==> config.mk <==
export PLATFORM = sky130hd
export DESIGN_NAME = md5_kt_seq
export DESIGN_NICKNAME = d
export VERILOG_FILES = /design/src/rtl/md5_kt_seq.sv
export SDC_FILE = /design/constraint.sdc
export NUM_CORES = 1
export LEC_CHECK = 0
export CAP_MARGIN = 20
export CORE_ASPECT_RATIO = 0.8
export CORE_MARGIN = 2
export CORE_UTILIZATION = 50
export DETAILED_ROUTE_END_ITERATION = 16
export PLACE_DENSITY = 0.73
export SYNTH_ARGS = -nofsm -noshare
export SYNTH_HDL_FRONTEND = slang
export SYNTH_SLANG_ARGS = --single-unit
==> constraint.sdc <==
create_clock -name CLK -period 4.35 [get_ports CLK]
set_input_delay 0.87 -clock CLK [delete_from_list [all_inputs] [get_ports CLK]]
set_output_delay 0.87 -clock CLK [all_outputs]
set_load 0.01 [all_outputs]
==> src/rtl/md5_kt_seq.sv <==
// md5_kt_seq: round-robin MD5 round-constant sequencer for N_THREADS
// interleaved hash contexts. Each issue produces Kt, s and g two enabled
// cycles later, with zero pad cycles before round 0 and after round 63.
module md5_kt_seq #(
  parameter int N_THREADS = 4,
  parameter int N_PRE     = 4,
  parameter int N_POST    = 4,
  localparam int TW       = (N_THREADS > 1) ? $clog2(N_THREADS) : 1
) (
  input  logic                 CLK,
  input  logic                 rst,
  input  logic                 en,
  input  logic [N_THREADS-1:0] start,
  output logic [N_THREADS-1:0] ready,
  output logic                 valid_out,
  output logic [TW-1:0]        thread_out,
  output logic [31:0]          Kt,
  output logic [4:0]           s,
  output logic [3:0]           g,
  output logic                 first_out,
  output logic                 last_out
);

  localparam int N_CYCLES = N_PRE + 64 + N_POST;
  localparam int CW       = $clog2(N_CYCLES + 1);

  localparam logic [31:0] K_ROM [64] = '{
    32'hd76aa478, 32'he8c7b756, 32'h242070db, 32'hc1bdceee,
    32'hf57c0faf, 32'h4787c62a, 32'ha8304613, 32'hfd469501,
    32'h698098d8, 32'h8b44f7af, 32'hffff5bb1, 32'h895cd7be,
    32'h6b901122, 32'hfd987193, 32'ha679438e, 32'h49b40821,
    32'hf61e2562, 32'hc040b340, 32'h265e5a51, 32'he9b6c7aa,
    32'hd62f105d, 32'h02441453, 32'hd8a1e681, 32'he7d3fbc8,
    32'h21e1cde6, 32'hc33707d6, 32'hf4d50d87, 32'h455a14ed,
    32'ha9e3e905, 32'hfcefa3f8, 32'h676f02d9, 32'h8d2a4c8a,
    32'hfffa3942, 32'h8771f681, 32'h6d9d6122, 32'hfde5380c,
    32'ha4beea44, 32'h4bdecfa9, 32'hf6bb4b60, 32'hbebfbc70,
    32'h289b7ec6, 32'heaa127fa, 32'hd4ef3085, 32'h04881d05,
    32'hd9d4d039, 32'he6db99e5, 32'h1fa27cf8, 32'hc4ac5665,
    32'hf4292244, 32'h432aff97, 32'hab9423a7, 32'hfc93a039,
    32'h655b59c3, 32'h8f0ccc92, 32'hffeff47d, 32'h85845dd1,
    32'h6fa87e4f, 32'hfe2ce6e0, 32'ha3014314, 32'h4e0811a1,
    32'hf7537e82, 32'hbd3af235, 32'h2ad7d2bb, 32'heb86d391
  };

  // per-thread context state and slot pointer
  logic [TW-1:0]        tp_q, tp_d;
  logic [N_THREADS-1:0] busy_q, busy_d;
  logic [CW-1:0]        cnt_q [N_THREADS];
  logic [CW-1:0]        cnt_d [N_THREADS];

  // issue decode
  logic                 issue;
  logic [CW-1:0]        t_iss;
  int                   t_int;
  logic                 in_rng;
  logic [5:0]           j_c;
  logic [3:0]           jl;
  logic [4:0]           s_c;
  logic [3:0]           g_c;

  // stage 1 (constant ROM read register) and stage 2 (output register)
  logic                 v1_q, v1_d, v2_q;
  logic [TW-1:0]        th1_q, th1_d, th2_q;
  logic [31:0]          kt1_q, kt1_d, kt2_q;
  logic [4:0]           s1_q, s1_d, s2_q;
  logic [3:0]           g1_q, g1_d, g2_q;
  logic                 fi1_q, fi1_d, fi2_q;
  logic                 la1_q, la1_d, la2_q;

  // Slot advance, start acceptance and issue; starts only see busy_q, so a
  // start landing in its own slot waits for the next visit of the pointer.
  always_comb begin
    tp_d   = tp_q;
    busy_d = busy_q;
    cnt_d  = cnt_q;
    issue  = 1'b0;
    t_iss  = '0;
    if (en) begin
      tp_d = (tp_q == TW'(N_THREADS - 1)) ? '0 : tp_q + 1'b1;
      for (int i = 0; i < N_THREADS; i++) begin
        if (start[i] && !busy_q[i]) begin
          busy_d[i] = 1'b1;
          cnt_d[i]  = '0;
        end
      end
      if (busy_q[tp_q]) begin
        issue = 1'b1;
        t_iss = cnt_q[tp_q];
        if (cnt_q[tp_q] == CW'(N_CYCLES - 1)) begin
          busy_d[tp_q] = 1'b0;
          cnt_d[tp_q]  = '0;
        end else begin
          cnt_d[tp_q] = cnt_q[tp_q] + 1'b1;
        end
      end
    end
  end

  assign t_int  = int'(t_iss);
  assign in_rng = (t_int >= N_PRE) && (t_int < N_PRE + 64);
  assign j_c    = 6'(t_int - N_PRE);
  assign jl     = j_c[3:0];

  // Rotate amount and message word index for round j (4-bit math wraps mod 16)
  always_comb begin
    s_c = '0;
    g_c = '0;
    if (in_rng) begin
      case ({j_c[5:4], j_c[1:0]})
        4'h0: s_c = 5'd7;   4'h1: s_c = 5'd12;  4'h2: s_c = 5'd17;  4'h3: s_c = 5'd22;
        4'h4: s_c = 5'd5;   4'h5: s_c = 5'd9;   4'h6: s_c = 5'd14;  4'h7: s_c = 5'd20;
        4'h8: s_c = 5'd4;   4'h9: s_c = 5'd11;  4'ha: s_c = 5'd16;  4'hb: s_c = 5'd23;
        4'hc: s_c = 5'd6;   4'hd: s_c = 5'd10;  4'he: s_c = 5'd15;  default: s_c = 5'd21;
      endcase
      case (j_c[5:4])
        2'd0:    g_c = jl;
        2'd1:    g_c = (jl << 2) + jl + 4'd1;
        2'd2:    g_c = (jl << 1) + jl + 4'd5;
        default: g_c = (jl << 3) - jl;
      endcase
    end
  end

  // Stage 1 next values; idle slots carry all-zero data
  always_comb begin
    v1_d  = issue;
    th1_d = issue ? tp_q : '0;
    kt1_d = (issue && in_rng) ? K_ROM[j_c] : '0;
    s1_d  = issue ? s_c : '0;
    g1_d  = issue ? g_c : '0;
    fi1_d = issue && (t_int == N_PRE);
    la1_d = issue && (t_int == N_CYCLES - 1);
  end

  // Context state registers
  always_ff @(posedge CLK) begin
    if (rst) begin
      tp_q   <= '0;
      busy_q <= '0;
      for (int i = 0; i < N_THREADS; i++) cnt_q[i] <= '0;
    end else begin
      tp_q   <= tp_d;
      busy_q <= busy_d;
      for (int i = 0; i < N_THREADS; i++) cnt_q[i] <= cnt_d[i];
    end
  end

  // Stage 1: registered constant read plus s/g/sideband
  always_ff @(posedge CLK) begin
    if (rst) begin
      v1_q  <= 1'b0;
      th1_q <= '0;
      kt1_q <= '0;
      s1_q  <= '0;
      g1_q  <= '0;
      fi1_q <= 1'b0;
      la1_q <= 1'b0;
    end else if (en) begin
      v1_q  <= v1_d;
      th1_q <= th1_d;
      kt1_q <= kt1_d;
      s1_q  <= s1_d;
      g1_q  <= g1_d;
      fi1_q <= fi1_d;
      la1_q <= la1_d;
    end
  end

  // Stage 2: fabric output register, kept apart from the ROM read register
  always_ff @(posedge CLK) begin
    if (rst) begin
      v2_q  <= 1'b0;
      th2_q <= '0;
      kt2_q <= '0;
      s2_q  <= '0;
      g2_q  <= '0;
      fi2_q <= 1'b0;
      la2_q <= 1'b0;
    end else if (en) begin
      v2_q  <= v1_q;
      th2_q <= th1_q;
      kt2_q <= kt1_q;
      s2_q  <= s1_q;
      g2_q  <= g1_q;
      fi2_q <= fi1_q;
      la2_q <= la1_q;
    end
  end

  assign ready      = ~busy_q;
  assign valid_out  = v2_q;
  assign thread_out = th2_q;
  assign Kt         = kt2_q;
  assign s          = s2_q;
  assign g          = g2_q;
  assign first_out  = fi2_q;
  assign last_out   = la2_q;

endmodule

==> results of run 1 <==
layout make-up:
| type | count | area (um^2) | share of cell area, % |
|---|---|---|---|
| Timing Repair Buffer | 110 | 996 | 10.0 |
| Clock inverter | 15 | 224 | 2.25 |
| Clock buffer | 17 | 425 | 4.27 |
| Inverter | 24 | 90.1 | 0.905 |
| Multi-Input combinational cell | 818 | 5430 | 54.5 |
| Sequential cell | 126 | 2520 | 25.3 |
| Tap cell | 220 | 275 | 2.76 |
registers in the layout, indices dropped and copies added, names as in the netlist, 2 cells and up:
name        flops
thread_out      2
g1_q            4
th1_q           2
s1_q            5
g               4
tp_q            2
busy_q          4
kt1_q          32
Kt             32
cnt_q          28
s               5
metal layers:
layer,GRT usage [%],up-vias,part of all wire [%]
li1,-,4017,-
met1,56.6,4319,41
met2,52.5,796,38
met3,16.0,167,16
met4,17.0,2,4.5
met5,0,-,0.025
cell families after synthesis:
logic type                 synth area share (%)
AOI/OAI and AO/OA                          30.1
xor gates and xnor gates                   1.56
adders and majority gates                  4.33
buffers and inverters                      6.14
DFF                                        29.9
muxes                                      10.8
and+or+nand+nor                            17.2
power groups by stage:
stage | combinational [mW] | clock [mW] | sequential (mW)
2_1_floorplan | 0.122 | 0 | 1.19
3_3_place_gp | 0.183 | 0 | 1.19
3_5_place_dp | 0.184 | 0 | 1.19
4_1_cts | 0.185 | 1.61 | 1.17
5_1_grt | 0.202 | 1.66 | 1.17
6_report | 0.192 | 1.59 | 1.17
placed cells by master (no fill, tap or decap), types with 14 or more instances in the layout:
cell type	synthesis	layout
nor2_1	150	149
dfxtp_1	126	126
ha_1	26	25
mux2i_1	57	57
inv_1	22	22
o211ai_1	18	18
a22oi_1	34	33
a22o_1	15	14
clkbuf_16	0	17
o21ai_0	88	88
clkdlybuf4s50_1	0	54
nand2_1	82	82
a32o_1	15	15
a21oi_1	86	86
buf_4	0	52
nand3_1	32	32
nor3_1	23	23
cells in the mapped netlist, types with 22 or more instances:
cell type,instances
nor3_1,23
ha_1,26
nor2_1,150
mux2i_1,57
nand2_1,82
clkbuf_1,64
inv_1,22
a21oi_1,86
dfxtp_1,126
o21ai_0,88
nand3_1,32
a22oi_1,34
critical path, delay by kind of cell, from the launching register on:
family	cells	cell delay [ps]
flops	1	310
simple gates	3	1160
compound gates	3	710
mux	1	700
buf+inv	3	910
worst min path at each step:
stage	from	cells after the start	to	slack (ps)
3_3_place_gp	cnt_q[27]	2	cnt_q[27]	440
3_5_place_dp	kt1_q[15]	1	kt1_q[15]	450
5_1_grt	kt1_q[15]	1	kt1_q[15]	490
2_1_floorplan	g1_q[0]	2	g1_q[0]	420
6_report	s1_q[3]	2	s1_q[3]	460
4_1_cts	cnt_q[20]	2	cnt_q[20]	460
==> results.yml, run 1 <==
outcome:
  outcome: "completed"
critical_path:
  rr_worst_depth: 10
  crit_path_top_delay_cell: "mux4_2"
  cp-startpoint: "tp_q[0]"
  endpoint: "kt1_q[14]"
  path_class: "reg2reg"
  cp_max_fo: 30
  r2r_end: "kt1_q[14]"
  required_ps: 4730
  max_stage_delay_ps: 700
  critical_path_arrival_ps: 4250
  crit_path_frequent_cell: "buf_4"
  start_kind: "register"
  end_kind: "register"
  rrSetupSlack_ps: 480
  worstPathCellList: "buf_4, mux4_2, buf_4, nor3_1, o32ai_2, nand2_1, buf_4, nor2_1, a311oi_1, a32o_1"
  r2r_start: "tp_q[0]"
placed_design:
  place_inst: 1298
  dp_hpwl_mm: 24.3
  dp_slack_ps: 527
  routabilityCongestion: 1.12
  numPortBuffers: 56
  post_dp_cell_area_mm2: 0.00931
synthesis:
  synth_cells: 1067
  synth_edf_count: 0
  synth_area_per_cell_um2: 7.91
  synthesis.area_mm2: 0.00844
  ys_types: 76
  synthArstFlopShare_pct: 0
  synth_seq_cells: 126
  synth_largest_area_cell: "dfxtp_1"
  synthTopCellsByArea: "dfxtp_1 (30%), mux2i_1 (6.8%), nor2_1 (6.7%), o21ai_0 (5.2%), a21oi_1 (5.1%)"
  yosysSeqAreaShare_pct: 29.9
  synth_ff_type: "dfxtp_1"
  synth_fp_nets: 1102
  yosysTopAreaCellShare_pct: 29.9
  ys_warn_count: 0
routing:
  drt-total-wl_mm: 35.4
  vias: 9301
  drc: 0
  first_iter_violations: 1768
  antenna_left: 0
  viasPerCell: 6.99
  dr.pass1.iters: 8
  routedWlPerCell_um: 26.6
finish:
  areaGrowthSynthToFinish_pct: 18.0
  postLayoutCellArea_mm2: 0.00996
  final_cells: 1330
  nets: 1132
  nFillCells: 1523
  drive_gt1_share_pct: 11.6
  antenna_cells: 0
  finish.utilization_pct: 60.2
power_and_ir_drop:
  power_frac_comb_pct: 6.5
  power_switching_mw: 0.748
  clockPowerShare_pct: 53.9
  swShare_pct: 25.4
  cellPowerDensity_mw_per_mm2: 296
  sequentialPowerShare_pct: 39.6
  power.total_mw: 2.95
  irDropWorstVdd_mv: 0.261
  intPower_mw: 2.20
  p_leak_nw: 3.64
timing:
  finalCritPeriodShare_pct: 89.0
  worstMarginPinSlew_ps: 1070
  drv_slew: 0
  finClkSkew_ps: 14.5
  finalHoldViolCount: 0
  fmax_ghz: 0.258
  rsz0062_at_grt: "false"
  period_needed_ps: 3870
  setup_viol: 0
  holdWs_ps: 460
  timing.final.ws_setup_ps: 477
  finalSetupTns_ps: 0
  relSlewSlack_pct: 28.5
floorplan:
  die_w_um: 149
  core-area_mm2: 0.0166
  num_rows: 42
  top_level_ports: 57
  design.die.area_mm2: 0.0179
  initial_core_util_pct: 51.0
  die_y_um: 120
global_route:
  grt_max_degree: 113
  grt_pass1_vias: 8619
  grt_overflow: 0
  antenna_found_initial: 1
  grt_pass1_wl_mm: 53.5
  track_usage_pct: 39.8
clocking:
  hold_buffers: 0
  cts_setup_buffers: 0
  path_clk_slew_ps: 60
  cts_max_level: 4
  cts.sinks: 126
  insertion_delay_ps: 440
  cts_buffers: 17
  root_buffer: "clkbuf_16"
  ctsResizeCount: 0
  clockBufferDepth: 2
  cts_tree: "yes"
worst_hold_path:
  hold_class: "reg2reg"
job:
  drv_cap: 0
(Power assumes the default switching activity.)
==> inputs of run 2 (changes only) <==
--- a/config.mk
+++ b/config.mk
@@ -10,6 +10,7 @@
 export CORE_MARGIN = 2
 export CORE_UTILIZATION = 50
 export DETAILED_ROUTE_END_ITERATION = 16
+export HOLD_SLACK_MARGIN = 0.15
 export PLACE_DENSITY = 0.73
 export SYNTH_ARGS = -nofsm -noshare
 export SYNTH_HDL_FRONTEND = slang
==> results of run 2 <==
Same layout as run 1: the final DEF is identical, and so are final timing and power.
